<file path="src/rtl/tmr_addsub_result_stage.sv">
// TMR vote of three {COUT,SUM} words into a 2-entry valid/ready queue; accept->OUT_VALID after 1 edge,
// IN_READY registered from queue state (low only when full). Optional sticky alarm: FT_STICKY_ALARM_EN.
module tmr_addsub_result_stage #(
    parameter int WIDTH = 4,
    parameter int CNT_W = 8
) (
    input  logic             CLK,
    input  logic             RST,
    input  logic             IN_VALID,
    output logic             IN_READY,
    input  logic [WIDTH-1:0] IN_SUM_0,
    input  logic [WIDTH-1:0] IN_SUM_1,
    input  logic [WIDTH-1:0] IN_SUM_2,
    input  logic             IN_COUT_0,
    input  logic             IN_COUT_1,
    input  logic             IN_COUT_2,
    input  logic             IN_CLR_CNT,
    output logic             OUT_VALID,
    input  logic             OUT_READY,
    output logic [WIDTH-1:0] OUT_SUM,
    output logic             OUT_COUT,
    output logic             OUT_FAULT,
    output logic             OUT_UNCORR,
    output logic [CNT_W-1:0] OUT_FAULT_CNT
`ifdef FT_STICKY_ALARM_EN
    ,
    output logic             OUT_ALARM
`endif
);

    typedef struct packed {
        logic             uncorr;
        logic             fault;
        logic [WIDTH:0]   word;
    } entry_t;

    typedef enum logic [1:0] {
        S_EMPTY = 2'd0,
        S_ONE   = 2'd1,
        S_FULL  = 2'd2
    } state_t;

    localparam logic [CNT_W-1:0] CNT_MAX = '1;
    localparam logic [CNT_W-1:0] CNT_ONE = {{(CNT_W-1){1'b0}}, 1'b1};

    state_t           r_state;
    state_t           w_next_state;
    logic             r_in_ready;
    entry_t           r_head;
    entry_t           r_tail;
    logic [CNT_W-1:0] r_fault_cnt;

    logic [WIDTH:0]   w_copy_0;
    logic [WIDTH:0]   w_copy_1;
    logic [WIDTH:0]   w_copy_2;
    logic [WIDTH:0]   w_voted;
    logic             w_dis_0;
    logic             w_dis_1;
    logic             w_dis_2;
    logic             w_fault;
    logic             w_uncorr;
    entry_t           w_entry;
    logic             w_out_valid;
    logic             w_accept;
    logic             w_pop;

    // Bitwise majority; a copy disagrees if any of its bits lost the vote.
    assign w_copy_0 = {IN_COUT_0, IN_SUM_0};
    assign w_copy_1 = {IN_COUT_1, IN_SUM_1};
    assign w_copy_2 = {IN_COUT_2, IN_SUM_2};
    assign w_voted  = (w_copy_0 & w_copy_1) | (w_copy_0 & w_copy_2) | (w_copy_1 & w_copy_2);
    assign w_dis_0  = (w_copy_0 != w_voted);
    assign w_dis_1  = (w_copy_1 != w_voted);
    assign w_dis_2  = (w_copy_2 != w_voted);
    assign w_fault  = w_dis_0 | w_dis_1 | w_dis_2;
    assign w_uncorr = (w_dis_0 & w_dis_1) | (w_dis_0 & w_dis_2) | (w_dis_1 & w_dis_2);

    always_comb begin
        w_entry        = '0;
        w_entry.word   = w_voted;
        w_entry.fault  = w_fault;
        w_entry.uncorr = w_uncorr;
    end

    assign w_out_valid = (r_state != S_EMPTY);
    assign w_accept    = IN_VALID & r_in_ready;
    assign w_pop       = w_out_valid & OUT_READY;

    always_ff @(posedge CLK or posedge RST) begin
        if (RST) begin
            r_state    <= S_EMPTY;
            r_in_ready <= 1'b1;
        end else begin
            r_state    <= w_next_state;
            r_in_ready <= (w_next_state != S_FULL);
        end
    end

    always_comb begin
        w_next_state = r_state;
        case (r_state)
            S_EMPTY: begin
                if (w_accept) w_next_state = S_ONE;
            end
            S_ONE: begin
                if (w_accept && !w_pop)      w_next_state = S_FULL;
                else if (w_pop && !w_accept) w_next_state = S_EMPTY;
            end
            S_FULL: begin
                if (w_pop) w_next_state = S_ONE;
            end
            default: w_next_state = S_EMPTY;
        endcase
    end

    always_comb begin
        IN_READY   = r_in_ready;
        OUT_VALID  = w_out_valid;
        OUT_SUM    = '0;
        OUT_COUT   = 1'b0;
        OUT_FAULT  = 1'b0;
        OUT_UNCORR = 1'b0;
        if (w_out_valid) begin
            OUT_SUM    = r_head.word[WIDTH-1:0];
            OUT_COUT   = r_head.word[WIDTH];
            OUT_FAULT  = r_head.fault;
            OUT_UNCORR = r_head.uncorr;
        end
    end

    // Head slot always feeds the outputs; the tail slot only fills when the head is held.
    always_ff @(posedge CLK or posedge RST) begin
        if (RST) begin
            r_head <= '0;
            r_tail <= '0;
        end else begin
            case (r_state)
                S_EMPTY: begin
                    if (w_accept) r_head <= w_entry;
                end
                S_ONE: begin
                    if (w_accept && w_pop) r_head <= w_entry;
                    else if (w_accept)     r_tail <= w_entry;
                end
                S_FULL: begin
                    if (w_pop) r_head <= r_tail;
                end
                default: begin
                    r_head <= '0;
                    r_tail <= '0;
                end
            endcase
        end
    end

    always_ff @(posedge CLK or posedge RST) begin
        if (RST) begin
            r_fault_cnt <= '0;
        end else if (IN_CLR_CNT) begin
            r_fault_cnt <= '0;
        end else if (w_accept && w_fault && (r_fault_cnt != CNT_MAX)) begin
            r_fault_cnt <= r_fault_cnt + CNT_ONE;
        end
    end

    assign OUT_FAULT_CNT = r_fault_cnt;

`ifdef FT_STICKY_ALARM_EN
    logic r_alarm;

    // A new uncorrectable word outranks a clear arriving on the same edge.
    always_ff @(posedge CLK or posedge RST) begin
        if (RST) begin
            r_alarm <= 1'b0;
        end else if (w_accept && w_uncorr) begin
            r_alarm <= 1'b1;
        end else if (IN_CLR_CNT) begin
            r_alarm <= 1'b0;
        end
    end

    assign OUT_ALARM = r_alarm;
`endif

endmodule

</file>
<file path="config.mk">
export PLATFORM = sky130hd
export DESIGN_NAME = tmr_addsub_result_stage
export DESIGN_NICKNAME = d
export VERILOG_FILES = /design/src/rtl/tmr_addsub_result_stage.sv
export SDC_FILE = /design/constraint.sdc
export NUM_CORES = 1
export LEC_CHECK = 0
export CAP_MARGIN = 15
export CORE_MARGIN = 5
export CORE_UTILIZATION = 45
export DETAILED_ROUTE_END_ITERATION = 7
export GPL_TIMING_DRIVEN = 0
export PLACE_DENSITY = 0.88
export SYNTH_ARGS = -nofsm -noshare
export SYNTH_HDL_FRONTEND = slang
export SYNTH_SLANG_ARGS = --single-unit
</file>
<file path="constraint.sdc">
create_clock -name CLK -period 1.7 [get_ports CLK]
set_clock_uncertainty 0.15 [all_clocks]
set_input_delay 0.34 -clock CLK [delete_from_list [all_inputs] [get_ports CLK]]
set_output_delay 0.34 -clock CLK [all_outputs]
set_load 0.03 [all_outputs]
</file>
==> results.md, run 1 <==
- RR Startpoint: OUT_FAULT_CNT[4]$_DFFE_PP0P_
- P_leak: 1.09 nW
- Final wirelength: approximately 4800 microns
- GR met2 Demand/Resource: 29.0%
- Netlist Area Pre-Place: 1620 sq um
- Vias/cell: 5.64
- Final ANT Viol Nets: 0
- Pwr dens: 1050 nW/um^2
- Antenna cells: 0
- GRT met3 Usage: 4.45%
- Pre-CTS setup slack: -1290 ps
- Synth Instances: 186
- Yosys warnings: 0
- Clock slew seen by the registers of the worst setup and hold paths: 160 ps
- Reg2reg path depth: 4
- Core area: 3420 sq um
- Gr ovfl total: 0
- Rel. slew slack: 34.5%
- Clk_lat worst skew: 350 ps
- Most Crowded Layer GR: met2
- RR Endpoint: OUT_FAULT_CNT[0]$_DFFE_PP0P_
- Met1 usage: 21.8%
- Synth unique cells: 33
- Die area: 4890 sq um
- Setup CP Type: input pin to flip-flop
- Post-synth ARST share: between 90% and 100%
- Internal power contribution: 1.54 mW
- Critical path startpoint category: input pin
- DR vias: between 1,500 and 2,000
- Iteration count of the initial detailed-routing pass: 4
- CP max FO: 8
- Cell Rows: 21
- DR WL/cell: around 16 microns
- R2r setup slk: -240 ps
- F_max: 484 MHz
- First DRT Iteration DRCs: 90
- Area added between synthesis and finish: 55.5%
- CTS max path bufs: 2
- Worst Path Required: 1780 ps
- Die Y: between 60 and 70 microns
- CTS H-tree depth: 1
- Port bufs: 36
- Final Cycle Share: 122%
- Launch point of the worst hold path: IN_SUM_1[1]
- Final WS setup: -366 ps
- Sequential power share: 34.5%
- Post-synth EDFFs: 0
- Syn Area/Cell: around 8.7 sq um
- CTS Root Cell: clkbuf_4
- Failing checks: setup timing
- Comb pwr share: 54.4%
- Num CTS Buffers: 3
- Fin crit period: ~2100 ps
- Max Slew Vio Count: 0
- IO Pins: 37
- Status: finished, violations left
- Hold Vio Cnt, Final: 0
- First-pass GRT wire length: 7000 microns
- Die Wd: 69.9 microns
- Worst-margin pin slew: 981 ps
- Min Hold Slack: 303 ps
- Starting Density: 47.3%
- Max-cap violations: 0
- Crit end category: flip-flop
- Number of global-route vias before repair: 1,517
- GRT Resource Usage Total: ~17%
- Seq/Total Area, Yosys: between 30% and 40%
- Hold endpoint: r_tail[1]$_DFFE_PP0P_
- Syn Nets: a little over 200
- Most used DFF post-synth: dfrtp_1
- Layout cells sized above 1: 44.6%
- Initial antenna violation count: 0
- Largest net degree at the start of global routing: 26
- Design Power: 2.63 mW
- Filler Cell Count: 238
- RSZ-0062 raised after global routing: yes
- Worst hold path class: input pin to flip-flop
- Hold depth: 4
- Final setup fails: 18
- CTS tree: done
- # nets final: 271
- Clk pwr share: 11.1%
- Crit path arrival time: 2150 ps
- Worst IR Drop VDD: around 0.00063 V
- Num Clock Sinks: 25
- DRC Markers: 0
- HPWL Detailed: 2690 microns
- RD Place Congestion: 0.798
- Sw frac: 41.4%
- Sw power: 1.09 mW
- CTS hold repair buffers: 0
- #FFs+latches synth: 25
==> through the flow <==
stage                     std cells  util, %  area [sq um]  setup TNS [ps]
after floorplan                 186        -          1640           -2330
after global placement          268     60.2          2060          -19520
after detailed placement        268     60.2          2060          -21440
after CTS                       288     69.7          2380           -2580
after global routing            295     73.6          2510           -5180
final                           295     73.6          2510           -3720
==> cell families (layout without fill, tap and decap cells) <==
family          Yosys count  count (layout)  synth area share [%]
compound gates           43              44                  15.1
fa+ha+maj                 1               1                 0.774
buf+inv                  10              72                  2.55
flops                    25              25                  38.8
mux                      17              17                  11.5
simple gates             90              90                  31.3
==> sequential cells by signal, indices dropped and copies added (netlist names) <==
register	cells
r_state	2
IN_READY	1
OUT_FAULT_CNT	8
r_tail	7
r_head	7
==> critical path, stage by stage <==
cell and delay, ps:
buf_4 150, and3b_1 180, nor4_2 290, nand4_1 240, nor4_4 370, buf_6 200
nor3b_2 70, mux2_4 310
==> cell usage in the layout (no fill, tap or decap), types with 3 or more instances in the layout <==
master,count
buf_4,23
dfrtp_1,22
nor2_1,19
a21oi_1,18
buf_6,13
nor2b_1,13
nand2_1,12
a21oi_2,8
clkbuf_2,7
mux2i_1,7
and3b_1,7
nand2b_1,6
buf_2,6
mux2_4,5
mux2_2,5
nor2b_4,4
nand4_1,4
nor4_4,4
nand3_1,4
o21ai_0,4
clkbuf_4,4
clkdlybuf4s50_1,4
nor3b_4,3
buf_8,3
clkdlybuf4s15_1,3
==> Yosys cell counts, types with 2 or more instances <==
cell type / instances / area share, %
a21oi_1: 26 / 8.0
and3b_1: 7 / 3.8
clkbuf_1: 6 / 1.4
dfrtp_1: 24 / 37
inv_1: 3 / 0.70
mux2_1: 4 / 2.8
mux2_2: 5 / 3.5
mux2i_1: 7 / 4.3
nand2_1: 12 / 2.8
nand2b_1: 6 / 2.3
nand3_1: 4 / 1.2
nand4_1: 4 / 1.5
nor2_1: 22 / 5.1
nor2b_1: 19 / 7.4
nor3b_1: 5 / 2.3
nor4_1: 5 / 1.9
o21ai_0: 4 / 1.2
o21ai_1: 2 / 0.62
o22a_1: 2 / 1.1
o22ai_1: 3 / 1.2
o31ai_1: 3 / 1.4
or4_1: 2 / 0.93
==> final cells by class <==
| type | count | area [sq um] | share of cell area, % |
|---|---|---|---|
| buffer | 5 | 45.0 | 1.79 |
| multi-input combinational | 152 | 1230 | 49.0 |
| timing repair buffer | 60 | 510 | 20.3 |
| sequential | 25 | 629 | 25.0 |
| clock buffer | 3 | 22.5 | 0.896 |
| inverter | 3 | 11.3 | 0.448 |
| clock inverter | 1 | 5.00 | 0.199 |
| tap | 46 | 57.6 | 2.29 |
==> timing repair <==
| action | CTS | global route |
|---|---|---|
| resized for setup | 166 | 52 |
| buffers inserted | 17 | 6 |
| cloned | 1 | 2 |
| endpoints found under the setup margin | 39 | 37 |
| pin swaps | 13 | 10 |
==> power by group through the flow <==
stage / logic (mW) / registers [mW] / clock network, mW
after floorplan: 0.754 / 0.888 / 0
after global placement: 1.13 / 0.880 / 0
after detailed placement: 1.16 / 0.891 / 0
after CTS: 1.26 / 0.896 / 0.273
after global routing: 1.53 / 0.924 / 0.319
final: 1.43 / 0.906 / 0.292
==> how the worst max path moves through the flow <==
stage | start | endpoint | slack (ps)
after global placement | IN_COUT_1 | OUT_FAULT_CNT[6]$_DFFE_PP0P_ | -1190
after floorplan | IN_COUT_0 | OUT_FAULT_CNT[5]$_DFFE_PP0P_ | -340
final | IN_SUM_0[1] | OUT_FAULT_CNT[2]$_DFFE_PP0P_ | -370
after CTS | IN_COUT_1 | OUT_FAULT_CNT[2]$_DFFE_PP0P_ | -310
after global routing | IN_SUM_0[1] | OUT_FAULT_CNT[2]$_DFFE_PP0P_ | -440
after detailed placement | IN_COUT_1 | OUT_FAULT_CNT[6]$_DFFE_PP0P_ | -1290
==> metal layers <==
metal / vias to the layer above / part of all wire, % / wire (microns)
li1: 802 / - / -
met1: 798 / 40 / 1940
met2: 48 / 52 / 2520
met3: 15 / 4.2 / 202
met4: 0 / 2.9 / 140
met5: - / 0 / 0
No activity file was read; power rests on OpenSTA's default activity.
==> run 2: changes to the inputs <==
--- a/config.mk
+++ b/config.mk
@@ -5,7 +5,7 @@
 export SDC_FILE = /design/constraint.sdc
 export NUM_CORES = 1
 export LEC_CHECK = 0
-export CAP_MARGIN = 15
+export CAP_MARGIN = 5
 export CORE_MARGIN = 5
 export CORE_UTILIZATION = 45
 export DETAILED_ROUTE_END_ITERATION = 7
==> results of run 2 <==
Same layout as run 1: the final DEF is identical, and so are final timing and power.
